--- src/rtl/sr_drive_ctrl.sv ---
// sr_drive_ctrl: debounced set/reset requests turned into non-overlapping S/R latch pulses.
module sr_drive_ctrl #(
  parameter int DEBOUNCE_CYCLES = 4,
  parameter int PULSE_CYCLES    = 2,
  parameter int GAP_CYCLES      = 1
) (
  input  logic clk,
  input  logic rst,
  input  logic set_in,
  input  logic reset_in,
  output logic s,
  output logic r,
  output logic q_exp,
  output logic busy,
  output logic conflict
);
  typedef enum logic [2:0] {INIT, IDLE, SET_P, RST_P, GAP} state_t;
  state_t state, state_n;
  logic [1:0] sync1, sync2, deb, deb_d, pend, clr;
  logic [7:0] dcnt [2];
  logic [3:0] cnt, cnt_n;
  logic q_n, conf_n;
  logic pend_set, pend_rst;
  assign pend_set = pend[0];
  assign pend_rst = pend[1];
  // bit 0 carries the set channel, bit 1 the reset channel
  always_ff @(posedge clk) begin
    if (rst) begin
      sync1 <= '0;
      sync2 <= '0;
      deb <= '0;
      deb_d <= '0;
      pend <= '0;
      dcnt <= '{default: '0};
    end else begin
      sync1 <= {reset_in, set_in};
      sync2 <= sync1;
      deb_d <= deb;
      pend <= (pend & ~clr) | (deb & ~deb_d);
      for (int i = 0; i < 2; i++)
        if (sync2[i] == deb[i]) dcnt[i] <= '0;
        else if (dcnt[i] == 8'(DEBOUNCE_CYCLES - 1)) begin
          deb[i] <= ~deb[i];
          dcnt[i] <= '0;
        end else dcnt[i] <= dcnt[i] + 8'd1;
    end
  end
  always_comb begin
    state_n = state;
    cnt_n = '0;
    q_n = q_exp;
    conf_n = 1'b0;
    clr = '0;
    case (state)
      INIT: if (r && cnt == 4'(PULSE_CYCLES - 1)) state_n = GAP;
            else cnt_n = r ? cnt + 4'd1 : 4'd0;
      IDLE: if (&pend) begin
              state_n = RST_P;
              clr = 2'b11;
              conf_n = 1'b1;
            end else if (pend[0]) begin
              clr = 2'b01;
              state_n = q_exp ? IDLE : SET_P;
            end else if (pend[1]) begin
              clr = 2'b10;
              state_n = q_exp ? RST_P : IDLE;
            end
      SET_P, RST_P: if (cnt == 4'(PULSE_CYCLES - 1)) begin
              state_n = GAP;
              q_n = (state == SET_P);
            end else cnt_n = cnt + 4'd1;
      GAP: if (cnt == 4'(GAP_CYCLES - 1)) state_n = IDLE;
           else cnt_n = cnt + 4'd1;
      default: state_n = INIT;
    endcase
  end
  // outputs registered from the next state so s/r/busy change with the state
  always_ff @(posedge clk) begin
    if (rst) begin
      state <= INIT;
      cnt <= '0;
      s <= 1'b0;
      r <= 1'b0;
      q_exp <= 1'b0;
      busy <= 1'b1;
      conflict <= 1'b0;
    end else begin
      state <= state_n;
      cnt <= cnt_n;
      s <= (state_n == SET_P);
      r <= (state_n == RST_P) || (state_n == INIT);
      q_exp <= q_n;
      busy <= (state_n != IDLE);
      conflict <= conf_n;
    end
  end
endmodule

--- config.mk ---
export PLATFORM = sky130hd
export DESIGN_NAME = sr_drive_ctrl
export DESIGN_NICKNAME = d
export VERILOG_FILES = /design/src/rtl/sr_drive_ctrl.sv
export SDC_FILE = /design/constraint.sdc
export NUM_CORES = 1
export LEC_CHECK = 0
export CORE_MARGIN = 2
export CORE_UTILIZATION = 60
export CTS_BUF_LIST = sky130_fd_sc_hd__clkbuf_4
export DETAILED_ROUTE_END_ITERATION = 8
export PLACE_DENSITY = 0.91
export SYNTH_ARGS = -nofsm -noshare
export SYNTH_HDL_FRONTEND = slang
export SYNTH_SLANG_ARGS = --single-unit
--- constraint.sdc ---
create_clock -name clk -period 2.3 [get_ports clk]
set_input_delay 0.23 -clock clk [delete_from_list [all_inputs] [get_ports clk]]
set_output_delay 0.23 -clock clk [all_outputs]
set_load 0.01 [all_outputs]
==> results.rst, run 1 <==
.. list-table::
   :header-rows: 1

   * - Metric
     - Value
   * - Run status
     - complete, no violations
   * - Aggregate global routing overflow
     - 0
   * - Max Buffers Root-to-Sink
     - 2
   * - Setup slack, reg-to-reg
     - 0.50 ns
   * - Share of final-layout standard cells stronger than drive strength 1
     - 7.955%
   * - Count of nets left with antenna violations after detail routing
     - 0
   * - End-of-flow core utilization
     - 69.57%
   * - Leak pwr
     - 0.6412 nW
   * - Area of the multi-input gates
     - 749.5 sq um
   * - Least-Margin Pin Slew
     - 0.4359 ns
   * - Post-cts resize count
     - 0
   * - Seq cells post-synth
     - 38
   * - Antenna fix cells
     - 0
   * - Core Rows
     - 18
   * - Final count of pins violating max slew
     - 0
   * - Crit path DAT
     - 2.03 ns
   * - Port bufs
     - 8
   * - Max-cap violation count
     - 0
   * - Total area of sequential cells
     - 760.7 sq um
   * - Startpoint type of the worst setup path
     - flip-flop
   * - Worst clock skew on the final layout
     - 0.004897 ns
   * - Number of global-route vias before repair
     - 1075
   * - Die boundary width
     - 54.61 um
   * - Sequential share of the synthesized area
     - 49.51%
   * - Cell types occupying the most area after synthesis
     - dfxtp_1 (50%), nor2_1 (6.8%), xor2_1 (6.3%), nor2b_1 (4.5%), nand3_1 (4.2%)
   * - Total count of hold-check failures in the final report
     - 0
   * - Clock transition at path regs
     - 0.10 ns
   * - Final sum of negative setup slack
     - 0 ns
   * - Slew HR
     - 70.53%
   * - Worst-path maximum fanout
     - 5
   * - I/O pin total
     - 9
   * - Wire length of the first global-routing pass
     - 4416 um
   * - CP Cell Sequence
     - ha_1 -> or3b_4 -> a22oi_2 -> or2_2 -> or3b_1
   * - Post-synth EDFFs
     - 0
   * - Slowest-stage cell, CP
     - dfxtp_1
   * - FILL cells
     - 202
   * - Post-synth design cell area
     - 0.001536 sq mm
   * - Worst Setup Slack post-DPL
     - 0.5129 ns
   * - Clock sinks
     - 38
   * - Class of the worst hold path
     - input pin to flip-flop
   * - Crit share post-route
     - 78.09%
   * - Nets@finish
     - 184
   * - Synth Instances
     - 161
   * - Fmax
     - 556.7 MHz
   * - Starting density of the core
     - 62.59%
   * - VDD IR max
     - 571.6 uV
   * - Total Power Consumption
     - 1.080 mW
   * - Library cells used by synthesis
     - 32
   * - Vias per inst
     - 5.437
   * - Asr flop ratio synth
     - 0%
   * - Worst setup EP type
     - flip-flop
   * - Flip-flop cell with the highest count after synthesis
     - dfxtp_1
   * - Pre-Repair DR Iteration Count
     - 4
   * - Core region area
     - 0.002455 sq mm
   * - Final estimated routing congestion in global placement
     - 0.7673
   * - H-Tree Level Count
     - 2
   * - Number of violations reported at the end of detailed-routing iteration 0
     - 16
   * - Root cell of the clock tree
     - clkbuf_4
   * - Setup ws final
     - 0.5038 ns
   * - Ratio of total power to cell area
     - 632.5 mW/mm^2
   * - TritonCTS clock tree
     - yes
   * - Via Count
     - 1120
   * - Category of the most critical setup path
     - flip-flop to flip-flop
   * - Area fraction of the dominant cell type after synthesis
     - 49.51%
   * - Area added between synthesis and finish
     - 11.16%
   * - Number of nets produced by synthesis
     - 170
   * - Worst Hold Slack
     - 0.4389 ns
   * - DRC
     - 0
   * - Number of antenna violations at the first check in global routing
     - 0
   * - Largest stage delay, worst path
     - 0.42 ns
   * - Final HPWL from detailed placement
     - 2039 um
   * - Crit path time final
     - 1.796 ns
   * - Commonest non-fill, non-tap cell in the layout
     - dfxtp_1
   * - Clock Latency Late Sink
     - 0.34 ns
   * - Data required time of the worst path
     - 2.53 ns
   * - Die outline area
     - 0.002982 sq mm
   * - Die span in y
     - 54.61 um
   * - Hold Buf Count CTS
     - 0
   * - Most frequent cells in the layout
     - dfxtp_1 (38), nor2_1 (28), nand3_1 (13)
   * - Pin count of the biggest net entering global routing
     - 18
   * - Largest area contributor in the synthesized netlist
     - dfxtp_1
   * - Post-Synthesis Mean Instance Area
     - 9.543 sq um
   * - Routed length per placed instance
     - 13.08 um
   * - Total of endpoints with negative setup slack in the final report
     - 0
   * - Yosys Warn Count
     - 0
   * - RSZ-0062 raised after global routing
     - false
   * - Buffer count from post-CTS setup fixing
     - 0
   * - GRT Util Overall
     - 21.97%
   * - Total wire length after detailed routing
     - 2694 um
   * - TritonCTS buffer count
     - 5
per-layer routing:
| metal | up-vias | part of all wire [%] | GRT usage, % |
|---|---|---|---|
| met5 | - | 0 | 0 |
| met4 | 0 | 3.2 | 13.75 |
| met3 | 10 | 3.8 | 8.197 |
| met2 | 19 | 50 | 36.71 |
| met1 | 518 | 43 | 23.06 |
| li1 | 573 | - | - |
final cells by class:
cell class                      instances  share of cell area [%]
Clock buffer                            6                   2.637
Clock inverter                          2                  0.5128
Inverter                                5                   1.099
Multi-Input combinational cell        116                   43.88
Sequential cell                        38                   44.54
Tap cell                               30                   2.198
Timing Repair Buffer                    9                   5.128
critical path: cells and delay by family, from the launching register on:
family,cells,cell delay [ns]
AO/OA/AOI/OAI,1,0.17
flip-flops,1,0.42
AND/OR/NAND/NOR,3,0.91
adder cells (fa/ha/maj),1,0.19
power by group:
| group | internal [mW] | switching (mW) |
|---|---|---|
| Clock | 0.127 | 0.203 |
| Combinational | 0.0350 | 0.0356 |
| Sequential | 0.670 | 0.0103 |
worst paths after layout:
path	start	cells past startpoint	end
setup / recovery	cnt[0]	5	busy
hold / removal	set_in	2	sync1[0]
setup reg to reg	cnt[0]	5	busy
hold reg to reg	sync1[1]	1	sync2[1]
sequential cells by signal, indices dropped and copies added (netlist names):
name and cells:
sync1 2, sync2 2, dcnt 16, s 1, deb_d 2, conflict 1
q_exp 1, pend 2, r 1, state 3, busy 1, cnt 4
deb 2
per-stage QoR:
| step | area, sq um | instances |
|---|---|---|
| 6_report | 1708 | 206 |
| 5_1_grt | 1708 | 206 |
| 4_1_cts | 1708 | 206 |
| 3_5_place_dp | 1654 | 198 |
| 3_3_place_gp | 1654 | 198 |
| 2_1_floorplan | 1536 | 161 |
cells in the mapped netlist (2+ instances only):
| library cell | instances |
|---|---|
| nor4b_1 | 2 |
| nand2_1 | 7 |
| nand3_1 | 13 |
| nand2b_1 | 2 |
| clkbuf_1 | 2 |
| inv_1 | 5 |
| a21oi_1 | 5 |
| nor2_1 | 28 |
| nor3b_1 | 2 |
| nor3_1 | 3 |
| xor2_1 | 11 |
| dfxtp_1 | 38 |
| and3_1 | 6 |
| ha_1 | 5 |
| nor2b_1 | 11 |
| xnor2_1 | 5 |
cells by family after synthesis:
family          Yosys count  synth area share [%]
mux                       1                0.7328
simple gates             81                 27.93
fa+ha+maj                 5                 4.072
xor+xnor                 16                 9.120
compound gates           13                 6.922
flops                    38                 49.51
buf+inv                   7                 1.710
Power figures use the tool's default switching activity.
==> run 2, diff against run 1 <==
CORE_UTILIZATION = 54   (was 60)
PLACE_DENSITY = 0.87   (was 0.91)
clock period = 1.6 ns   (was 2.3 ns; I/O delays follow)
==> run 2 against run 1 <==
The flow now finishes with violations (setup timing); sequential power up 44%; setup slack lost 0.58 ns; global-route usage shrank 0.68 points; largest cell class is now multi-input gates; highest routed layer unchanged.
==> results.rst, run 2 (synthesis gave the netlist of run 1 again) <==
.. list-table::
   :header-rows: 1

   * - Metric
     - Value
   * - Number of global-route vias before repair
     - 1272 (+18%)
   * - Total of endpoints with negative setup slack in the final report
     - 4 (+4)
   * - Crit Reg-Reg Startpoint
     - cnt[1]
   * - Routed length per placed instance
     - 14.59 um (+12%)
   * - Antenna fix cells
     - 0 (unchanged)
   * - GRT Util Overall
     - 21.29% (-0.68 points)
   * - Core region area
     - 0.002734 sq mm (+11%)
   * - VDD IR max
     - 929.3 uV (+63%)
   * - Max-cap violation count
     - 0 (unchanged)
   * - Reg-to-reg endpoint
     - busy
   * - Die outline area
     - 0.003288 sq mm (+10%)
   * - Crit path time final
     - 1.675 ns (-0.1210 ns)
   * - Buffers plus inverters on the worst setup path
     - 1 (+1)
   * - H-Tree Level Count
     - 2 (unchanged)
   * - Port bufs
     - 8 (unchanged)
   * - RSZ-0062 raised after global routing
     - true
   * - Hold Buf Count CTS
     - 0 (unchanged)
   * - Final count of pins violating max slew
     - 0 (unchanged)
   * - Area added between synthesis and finish
     - 26.55%
   * - TritonCTS clock tree
     - yes
   * - Leak pwr
     - 0.7702 nW (+20%)
   * - Worst clock skew on the final layout
     - 0.001975 ns (-0.002922 ns)
   * - Class of the worst hold path
     - input pin to flip-flop
   * - Total Power Consumption
     - 1.820 mW (+68%)
   * - Top Registers
     - dcnt (16), cnt (4), state (3)
   * - FILL cells
     - 193 (-4.5%)
   * - CP Cell Sequence
     - inv_2 -> ha_4 -> or3b_4 -> a22oi_2 -> or2_4 -> or3b_1
   * - Final sum of negative setup slack
     - -0.2634 ns (-0.2634 ns)
   * - Largest stage delay, worst path
     - 0.38 ns (-0.04 ns)
   * - Number of instances on the worst hold path
     - 2 (unchanged)
   * - Max Buffers Root-to-Sink
     - 2 (unchanged)
   * - Worst path depth
     - 6 (+1)
   * - Worst-path maximum fanout
     - 2 (-3)
   * - Category of the most critical setup path
     - flip-flop to flip-flop
   * - Clock Latency Late Sink
     - 0.34 ns (about the same)
   * - Crit share post-route
     - 104.7% (+27 points)
   * - Vias per inst
     - 5.384 (-0.97%)
   * - Worst reg2reg path depth
     - 6 (+1)
   * - End-of-flow core utilization
     - 71.12% (+1.5 points)
   * - Setup slack, reg-to-reg
     - -0.08 ns (-0.58 ns)
   * - I/O pin total
     - 9 (unchanged)
   * - Starting density of the core
     - 56.20% (-6.4 points)
   * - Wire length of the first global-routing pass
     - 5278 um (+20%)
   * - DRC
     - 0 (unchanged)
   * - Root cell of the clock tree
     - clkbuf_4
   * - Die span in y
     - 57.34 um (+5.0%)
   * - Run status
     - complete, but fails checks
   * - Worst Hold Slack
     - 0.3586 ns (-0.08030 ns)
   * - Placed instance area
     - 0.001762 sq mm (+6.5%)
   * - Clock transition at path regs
     - 0.11 ns (about the same)
   * - Ratio of total power to cell area
     - 935.9 mW/mm^2 (+48%)
   * - Most frequent cells in the layout
     - dfxtp_1 (36), nor2_1 (28), buf_4 (18)
   * - Data required time of the worst path
     - 1.83 ns (-0.70 ns)
   * - Pre-Repair DR Iteration Count
     - 4 (unchanged)
   * - Total count of hold-check failures in the final report
     - 0 (unchanged)
   * - Least-Margin Pin Slew
     - 0.3693 ns (-0.06662 ns)
   * - Destination of the critical timing path
     - busy
   * - Die boundary width
     - 57.34 um (+5.0%)
   * - Slew HR
     - 75.27% (+4.7 points)
   * - Aggregate global routing overflow
     - 0 (unchanged)
   * - Nets@finish
     - 201 (+9.2%)
   * - Crit path DAT
     - 1.91 ns (-0.12 ns)
   * - Pin count of the biggest net entering global routing
     - 18 (unchanged)
   * - Register containing the most flip-flops in the final layout
     - dcnt
   * - Clock sinks
     - 38 (unchanged)
   * - TritonCTS buffer count
     - 5 (unchanged)
   * - Startpoint type of the worst setup path
     - flip-flop
   * - Number of violations reported at the end of detailed-routing iteration 0
     - 29 (+13)
   * - Fin cells
     - 224 (+8.7%)
   * - Core Rows
     - 19 (+1)
   * - Fmax
     - 597.0 MHz (+7.2%)
   * - Slowest-stage cell, CP
     - or3b_4
   * - Share of final-layout standard cells stronger than drive strength 1
     - 21.76% (+14 points)
   * - Total wire length after detailed routing
     - 3269 um (+21%)
   * - Worst setup EP type
     - flip-flop
   * - Via Count
     - 1206 (+7.7%)
   * - Final instance area
     - 0.001944 sq mm (+14%)
   * - Final estimated routing congestion in global placement
     - 0.8400 (+9.5%)
   * - Commonest non-fill, non-tap cell in the layout
     - dfxtp_1
   * - Worst Setup Slack post-DPL
     - -0.09195 ns (-0.6049 ns)
   * - Number of antenna violations at the first check in global routing
     - 0 (unchanged)
   * - Violations in the final reports
     - setup timing
   * - Launching element of the worst setup path
     - cnt[1]
   * - Final HPWL from detailed placement
     - 2154 um (+5.6%)
   * - Number of flip-flops under the largest register name
     - 16 (unchanged)
   * - Family of cells with the greatest summed delay on the critical path
     - simple AND/OR/NAND/NOR gates
   * - Setup ws final
     - -0.07512 ns (-0.5790 ns)
   * - Count of nets left with antenna violations after detail routing
     - 0 (unchanged)
   * - Inst Count DP
     - 213 (+7.6%)
-- run 2: per-layer routing --
metal	wire length [um]	track usage (%)	up-vias	share of wire, %
met5	0	0	-	0
met4	108	13.29	0	3.3
met3	107	5.669	10	3.3
met2	1768	36.85	20	54
met1	1285	22.80	572	39
li1	-	-	604	-
-- run 2: worst register-to-register path, cell delays in order (launching register included) --
cell and delay [ns]:
dfxtp_2 0.34, inv_2 0.07, ha_4 0.13, or3b_4 0.38, a22oi_2 0.16, or2_4 0.15
or3b_1 0.33
-- run 2: report_power, final --
group / total, mW / leakage, nW / switching, mW / internal [mW]
Clock: 0.673 / 0.0463 / 0.307 / 0.365
Sequential: 0.978 / 0.309 / 0.0143 / 0.964
Combinational: 0.169 / 0.415 / 0.0785 / 0.0903
Total: 1.82 / 0.770 / 0.400 / 1.42
-- run 2: final cells by class --
cell class / count / area, sq um / share of cell area, %
inverters: 5 / 18.77 / 0.9653
clock buffers: 7 / 52.55 / 2.703
clock inverters: 1 / 30.03 / 1.544
repair buffers: 26 / 215.2 / 11.07
well taps: 31 / 38.79 / 1.995
flip-flops and latches: 38 / 763.2 / 39.25
multi-input cells: 116 / 825.8 / 42.47
-- run 2: worst min-delay path by stage --
stage | start | endpoint | slack [ns]
3_5_place_dp | sync1[0] | sync2[0] | 0.44
3_3_place_gp | sync1[0] | sync2[0] | 0.42
5_1_grt | reset_in | sync1[1] | 0.35
2_1_floorplan | set_in | sync1[0] | 0.29
6_report | set_in | sync1[0] | 0.36
4_1_cts | set_in | sync1[0] | 0.35
-- run 2: repair_timing --
item,CTS,global route
pin swaps,2,3
setup endpoints to repair,3,22
hold endpoints to repair,0,0
resized for setup,7,7
buffers inserted,3,0
cloned,0,0
